**config.mk**
```make
export PLATFORM = sky130hd
export DESIGN_NAME = sram_arbiter
export DESIGN_NICKNAME = d
export VERILOG_FILES = /design/src/rtl/sram_arbiter.sv
export SDC_FILE = /design/constraint.sdc
export NUM_CORES = 1
export LEC_CHECK = 0
export BUFFER_PORTS_ARGS = -buffer_cell sky130_fd_sc_hd__buf_2
export CAP_MARGIN = 30
export CORE_AREA = 2 2 105 107
export DETAILED_ROUTE_END_ITERATION = 16
export DIE_AREA = 0 0 107 109
export PLACE_DENSITY = 0.85
export SLEW_MARGIN = 10
export SYNTH_ARGS = -nofsm -noshare
export SYNTH_HDL_FRONTEND = slang
export SYNTH_SLANG_ARGS = --single-unit
```
**constraint.sdc**
```tcl
create_clock -name clk -period 8.8 [get_ports clk]
set_input_delay 0.44 -clock clk [delete_from_list [all_inputs] [get_ports clk]]
set_output_delay 0.44 -clock clk [all_outputs]
set_load 0.05 [all_outputs]
```
**src/rtl/sram_arbiter.sv**
```systemverilog
// Arbitrates one single-ported SRAM between instruction fetch and data access.
// Each access runs IDLE -> ACCESS (WAIT_CYCLES+1 cycles) -> DONE, with mem/if alternating under contention.
//
// state  | meaning
// -------+-----------------------------------------------------------------
// IDLE   | no access in flight; grant is evaluated from the live requests
// ACCESS | SRAM driven from latched request; wait counter runs down to 0
// DONE   | one-cycle ready pulse to the granted port; SRAM deselected
module sram_arbiter #(
    parameter int WAIT_CYCLES = 1
) (
    input  logic        clk,
    input  logic        rst,
    input  logic        if_req,
    input  logic [31:0] if_addr,
    output logic [31:0] if_rdata,
    output logic        if_ready,
    input  logic        mem_req,
    input  logic        mem_we,
    input  logic [31:0] mem_addr,
    input  logic [31:0] mem_wdata,
    input  logic [3:0]  mem_sel,
    output logic [31:0] mem_rdata,
    output logic        mem_ready,
    output logic        sram_ce,
    output logic        sram_we,
    output logic [19:0] sram_addr,
    output logic [3:0]  sram_be,
    output logic [31:0] sram_wdata,
    input  logic [31:0] sram_rdata,
    output logic        stall_req
);

    typedef enum logic [1:0] {IDLE, ACCESS, DONE} state_t;

    state_t     state;
    logic [1:0] cnt;
    logic       gnt_mem;
    logic       last_mem;
    logic       grant_mem;

    // mem wins contention unless it also won the previous grant
    assign grant_mem = mem_req & (~if_req | ~last_mem);

    assign stall_req = ~rst & ((if_req & ~if_ready) | (mem_req & ~mem_ready));

    always_ff @(posedge clk or posedge rst) begin
        if (rst) begin
            state      <= IDLE;
            cnt        <= 2'd0;
            gnt_mem    <= 1'b0;
            last_mem   <= 1'b0;
            sram_ce    <= 1'b0;
            sram_we    <= 1'b0;
            sram_addr  <= 20'd0;
            sram_be    <= 4'd0;
            sram_wdata <= 32'd0;
            if_ready   <= 1'b0;
            mem_ready  <= 1'b0;
            if_rdata   <= 32'd0;
            mem_rdata  <= 32'd0;
        end else begin
            case (state)
                IDLE: begin
                    if (if_req | mem_req) begin
                        state    <= ACCESS;
                        cnt      <= 2'(WAIT_CYCLES);
                        gnt_mem  <= grant_mem;
                        last_mem <= grant_mem;
                        sram_ce  <= 1'b1;
                        if (grant_mem) begin
                            sram_we    <= mem_we;
                            sram_addr  <= mem_addr[21:2];
                            sram_be    <= mem_we ? mem_sel : 4'b1111;
                            sram_wdata <= mem_wdata;
                        end else begin
                            sram_we    <= 1'b0;
                            sram_addr  <= if_addr[21:2];
                            sram_be    <= 4'b1111;
                            sram_wdata <= 32'd0;
                        end
                    end
                end
                ACCESS: begin
                    if (cnt == 2'd0) begin
                        state   <= DONE;
                        sram_ce <= 1'b0;
                        sram_we <= 1'b0;
                        if (gnt_mem) begin
                            mem_ready <= 1'b1;
                            if (!sram_we) mem_rdata <= sram_rdata;
                        end else begin
                            if_ready <= 1'b1;
                            if (!sram_we) if_rdata <= sram_rdata;
                        end
                    end else begin
                        cnt <= cnt - 2'd1;
                    end
                end
                DONE: begin
                    state     <= IDLE;
                    if_ready  <= 1'b0;
                    mem_ready <= 1'b0;
                end
                default: begin
                    state     <= IDLE;
                    sram_ce   <= 1'b0;
                    sram_we   <= 1'b0;
                    if_ready  <= 1'b0;
                    mem_ready <= 1'b0;
                end
            endcase
        end
    end

endmodule

```
Word-level counts from Yosys, hierarchy flattened:

Index checks and enable logic that the tools add are counted.

* output and inout port bits: 125
* flip-flop bits (word level): 129
* word-level logic and storage cells: 67
* bits of input ports: 137

* mux-type cells: 21
* reduce and logical (&&, ||, !) cells: 11
* $add $sub $neg: 1
* eq/ne operators: 7
* bitwise logic cells: 15

Operators by type and width (count)
* two-way mux 32 bit: 1
* two-way mux 20 bit: 1
* AND reduction 3 bit: 4
* inequality test 2 bit (second input constant): 5
* two-way mux 1 bit: 8
* two-way mux 4 bit: 2
* NOT 1 bit: 8
* case mux 2 bit (2 select lines): 2
* AND reduction 4 bit: 2
* two-way mux 2 bit: 3
* case mux 1 bit (3 select lines): 2
* bitwise AND 1 bit: 4
* logical NOT 2 bit: 2
* case mux 1 bit (2 select lines): 2
* AND reduction 2 bit: 2
* bitwise OR 1 bit: 3
* equality test 2 x 1 -> 1 bit (second input constant): 1
* equality test 2 bit (second input constant): 1
* nonzero test 2 bit: 1
* subtractor 2 x 1 -> 2 bit (second input constant): 1

Depth between registers and ports, before layout:

* depth after elaboration: 6
* depth in mapped cells: 7
* mapped depth without buffers: 5

Worst setup path after synthesis:

No wires, ideal clock.

* path kind: register to output
* start: register if_ready
* end: output port stall_req
* arrival time: 1.560 ns
* buffers on the path: 0
* required time: 8.360 ns
* cell stages (with the launch flop): 3
* setup slack: 6.800 ns
* path through: dfrtp_1 > nand2b_1 > a21oi_1

* word-level cells in the longest chain between the ends: 4

RTL lines
* start, declared: RTL line 17 `output logic if_ready,`
* start signal, assigned: RTL line 58 `if_ready <= 1'b0;`
* start signal, assigned: RTL line 93 `if_ready <= 1'b1;`
* start signal, assigned: RTL line 102 `if_ready <= 1'b0;`
* NOT 1 bit: RTL line 45 `assign stall_req = ~rst & ((if_req & ~if_ready) | (mem_req & ~mem_ready));`
* bitwise AND 1 bit: RTL line 45
* bitwise OR 1 bit: RTL line 45
* bitwise AND 1 bit: RTL line 45
* end, declared: RTL line 31 `output logic stall_req`

No other way between the ends.

Worst setup path in the final report:

* start: register cnt[0]
* end: register mem_rdata[22]

* word-level cells in the longest chain between the ends: 2

RTL lines
* start, declared: RTL line 37 `logic [1:0] cnt;`
* start signal, assigned: RTL line 67 `cnt <= 2'(WAIT_CYCLES);`
* start signal, assigned: RTL line 97 `cnt <= cnt - 2'd1;`
* logical NOT 2 bit: RTL line 85 `if (cnt == 2'd0) begin`
* AND reduction 4 bit (no line)
* end signal, assigned: RTL line 91 `if (!sram_we) mem_rdata <= sram_rdata;`
* end, declared: RTL line 23 `output logic [31:0] mem_rdata,`

No other way between the ends.
A chain may end at the register's enable or synchronous reset.

==> flow_summary_export.csv <==
group,metric,value,unit
run_status,status,"complete, no violations",
logic_synthesis,ys_seq_area_share,63.92,%
logic_synthesis,syn-cell-area,5050,um2
logic_synthesis,synth_cells,375,
clocking,cts_setup_buffers,0,
timing,slew_violations,0,
timing,rsz0062_at_grt,"false",
logic_synthesis,synth_top_flop_cell,"dfrtp_1",
critical_path,crit_path_start_kind,"flop",
global_routing,gr-total-overflow,0,
final_layout,area_growth,37.34,%
logic_synthesis,synth-edff-count,0,
logic_synthesis,synth.avg_cell_area,13.47,um2
final_layout,drive_gt1_share,55.13,%
logic_synthesis,yosysWarnings,0,
floorplan,initial_core_util,47.63,%
clocking,clock_path_buffers,2,
critical_path,crit_path_max_fanout,32,
timing,finalCriticalPeriod,1.976,ns
detailed_routing,wirelength,12340,um
placed_design,io_buffers,237,
clocking,clk_latency,0.51,ns
detailed_routing,wl_met3,853,um
detailed_routing,met2_length,6086,um
critical_path,critical-path-top-delay-family,"simple AND/OR/NAND/NOR gates",
critical_path,critPathMaxStageDelay,0.39,ns
detailed_routing,wl_per_cell,16.15,um
clocking,cts-hold-fix-buffers,0,
global_routing,grt_pass1_vias,3867,
detailed_routing,vias,3970,
clocking,htree_levels,4,
detailed_routing,viasPerCell,5.196,
global_routing,gr-usage-all-layers,21.36,%
global_routing,grt_max_degree,68,
timing,skew,0.006981,ns
critical_path,cp_cell_sequence,"inv_1 -> ha_1 -> nand3b_1 -> or3_1 -> buf_4 -> mux2_1",
detailed_routing,drc_errors,0,
clocking,cts.sinks,129,
critical_path,slowest_stage,"dfrtp_1",
timing,final-setup-viol-count,0,
timing,max_clock_freq,0.5060,GHz
clocking,cts_tree,"built",
clocking,clk_pin_slew,0.06,ns
detailed_routing,top_layer,"met4",
critical_path,end_kind,"flop",
logic_synthesis,async_flop_share,100.0,%
logic_synthesis,ys_ff_latch,129,
placed_design,hpwl,8565,um
floorplan,die_w,107,um
critical_path,critPathKind,"reg -> reg",
min_path,hp-class,"in -> async",
critical_path,required,9.19,ns
timing,relSlewSlack,47.19,%
floorplan,dieArea,11660,um2
detailed_routing,dr.first_iter.drc_count,219,
floorplan,io_pins,262,
floorplan,coreArea,10600,um2
critical_path,startpoint,"cnt[0]",
placed_design,place_congestion,0.7662,
critical_path,reg2reg_from,"cnt[0]",
final_layout,n_antenna_cell,0,
clocking,ctsResizeCount,0,
run,maxCapViolations,0,
detailed_routing,drt-pass1-iter-count,4,
timing,tightest_slew,0.7922,ns
detailed_routing,drt.antenna.violating_nets,0,
critical_path,r2r_cells,6,
logic_synthesis,synth_fp_nets,513,
critical_path,crit_buf_inv,2,
timing,hold_viol,0,
clocking,cts_root_buf,"clkbuf_8",
timing,fin_crit_sh,22.46,%
timing,fin_tns_setup,0,ns
floorplan,die-height,109,um
critical_path,critPathArrivalTime,2.36,ns
final_layout,final_net_count,749,
clocking,cts_buffers,17,
logic_synthesis,yosysUniqueCellTypes,27,
global_routing,grt_pass1_wl,19150,um
critical_path,r2r_slack,6.82,ns
critical_path,reg2reg_to,"mem_rdata[22]",
floorplan,rows,38,
global_routing,grt_antenna_before_repair,0,
detailed_routing,wl_met1,5218,um
[layer usage]
metal	GRT usage, %	vias up
met3	6.934	17
li1	-	1842
met2	35.44	187
met1	26.23	1924
met4	8.071	0
met5	0	-
[cell families after synthesis]
| family | Yosys count | synth area share [%] |
|---|---|---|
| simple gates | 62 | 5.426 |
| buf+inv | 32 | 2.626 |
| flops | 129 | 63.92 |
| mux | 70 | 15.56 |
| fa+ha+maj | 1 | 0.2477 |
| compound gates | 81 | 12.22 |
[through the flow]
step                      cells  hold WS [ns]  cell area (um2)  worst slack (ns)  utilization (%)
after floorplan             375        0.4460             5050             4.919                -
after global placement      731        0.4615             6362             6.631            60.01
after detailed placement    731        0.4663             6362             6.571            60.01
after CTS                   763        0.1134             6920             6.827            65.27
after global routing        764        0.1108             6935             6.727            65.41
final                       764        0.1035             6935             6.824            65.41
[area by class of cell]
| type | count | area (um2) |
|---|---|---|
| inverter | 5 | 21.27 |
| multi-input combinational | 214 | 1707 |
| fill | 769 | 3667 |
| timing repair buffer | 244 | 1246 |
| clock inverter | 13 | 126.4 |
| clock buffer | 19 | 431.7 |
| sequential | 129 | 3228 |
| tap | 140 | 175.2 |
[registers in the layout (all words and copies together) (netlist names)]
| signal | cells |
|---|---|
| gnt_mem | 1 |
| if_ready | 1 |
| state | 2 |
| sram_addr | 20 |
| cnt | 2 |
| mem_ready | 1 |
| sram_wdata | 32 |
| sram_we | 1 |
| sram_ce | 1 |
| mem_rdata | 32 |
| if_rdata | 32 |
| sram_be | 4 |
[cells in the mapped netlist, types with 2 or more instances]
cell type	number	area, um2
mux2_2	60	675.7
nand2_1	46	172.7
a31oi_1	2	12.51
dfrtp_1	129	3228
nor2_1	4	15.01
a21oi_1	22	110.1
clkbuf_1	16	60.06
a41oi_1	20	175.2
nand3b_1	5	37.54
mux2_1	8	90.09
nand2b_1	2	12.51
buf_2	10	50.05
mux2i_1	2	20.02
inv_1	5	18.77
a22o_1	32	280.3
[worst register-to-register path, cell delays in order (launching register included)]
cell	delay, ns
dfrtp_1	0.39
inv_1	0.06
ha_1	0.22
nand3b_1	0.18
or3_1	0.35
buf_4	0.27
mux2_1	0.38
[cell usage in the layout, fill, tap and decap left out, drive strengths merged]
master,instances
buf,244
nor2,4
a21bo,1
bufinv,1
or2,1
ha,1
or3,1
or3b,1
clkbuf,19
o21ai,1
clkinvlp,4
nand2b,2
dfrtp,129
a31o,1
inv,9
mux2i,2
nand3b,5
a21oi,22
nand2,46
a31oi,2
clkinv,4
a21boi,1
nor3,2
a41oi,20
a21o,1
mux2,68
a22o,32
[worst max path at each step]
stage	endpoint	slack, ns	cells past startpoint
after floorplan	cnt[0]	4.92	1
after global placement	sram_be[2]	6.63	5
after detailed placement	sram_be[1]	6.57	5
after CTS	mem_rdata[22]	6.83	6
after global routing	mem_rdata[28]	6.73	6
final	mem_rdata[22]	6.82	6
Power is not shown: default switching activity piles up to over one toggle a cycle in this logic, so the estimate is an artifact.
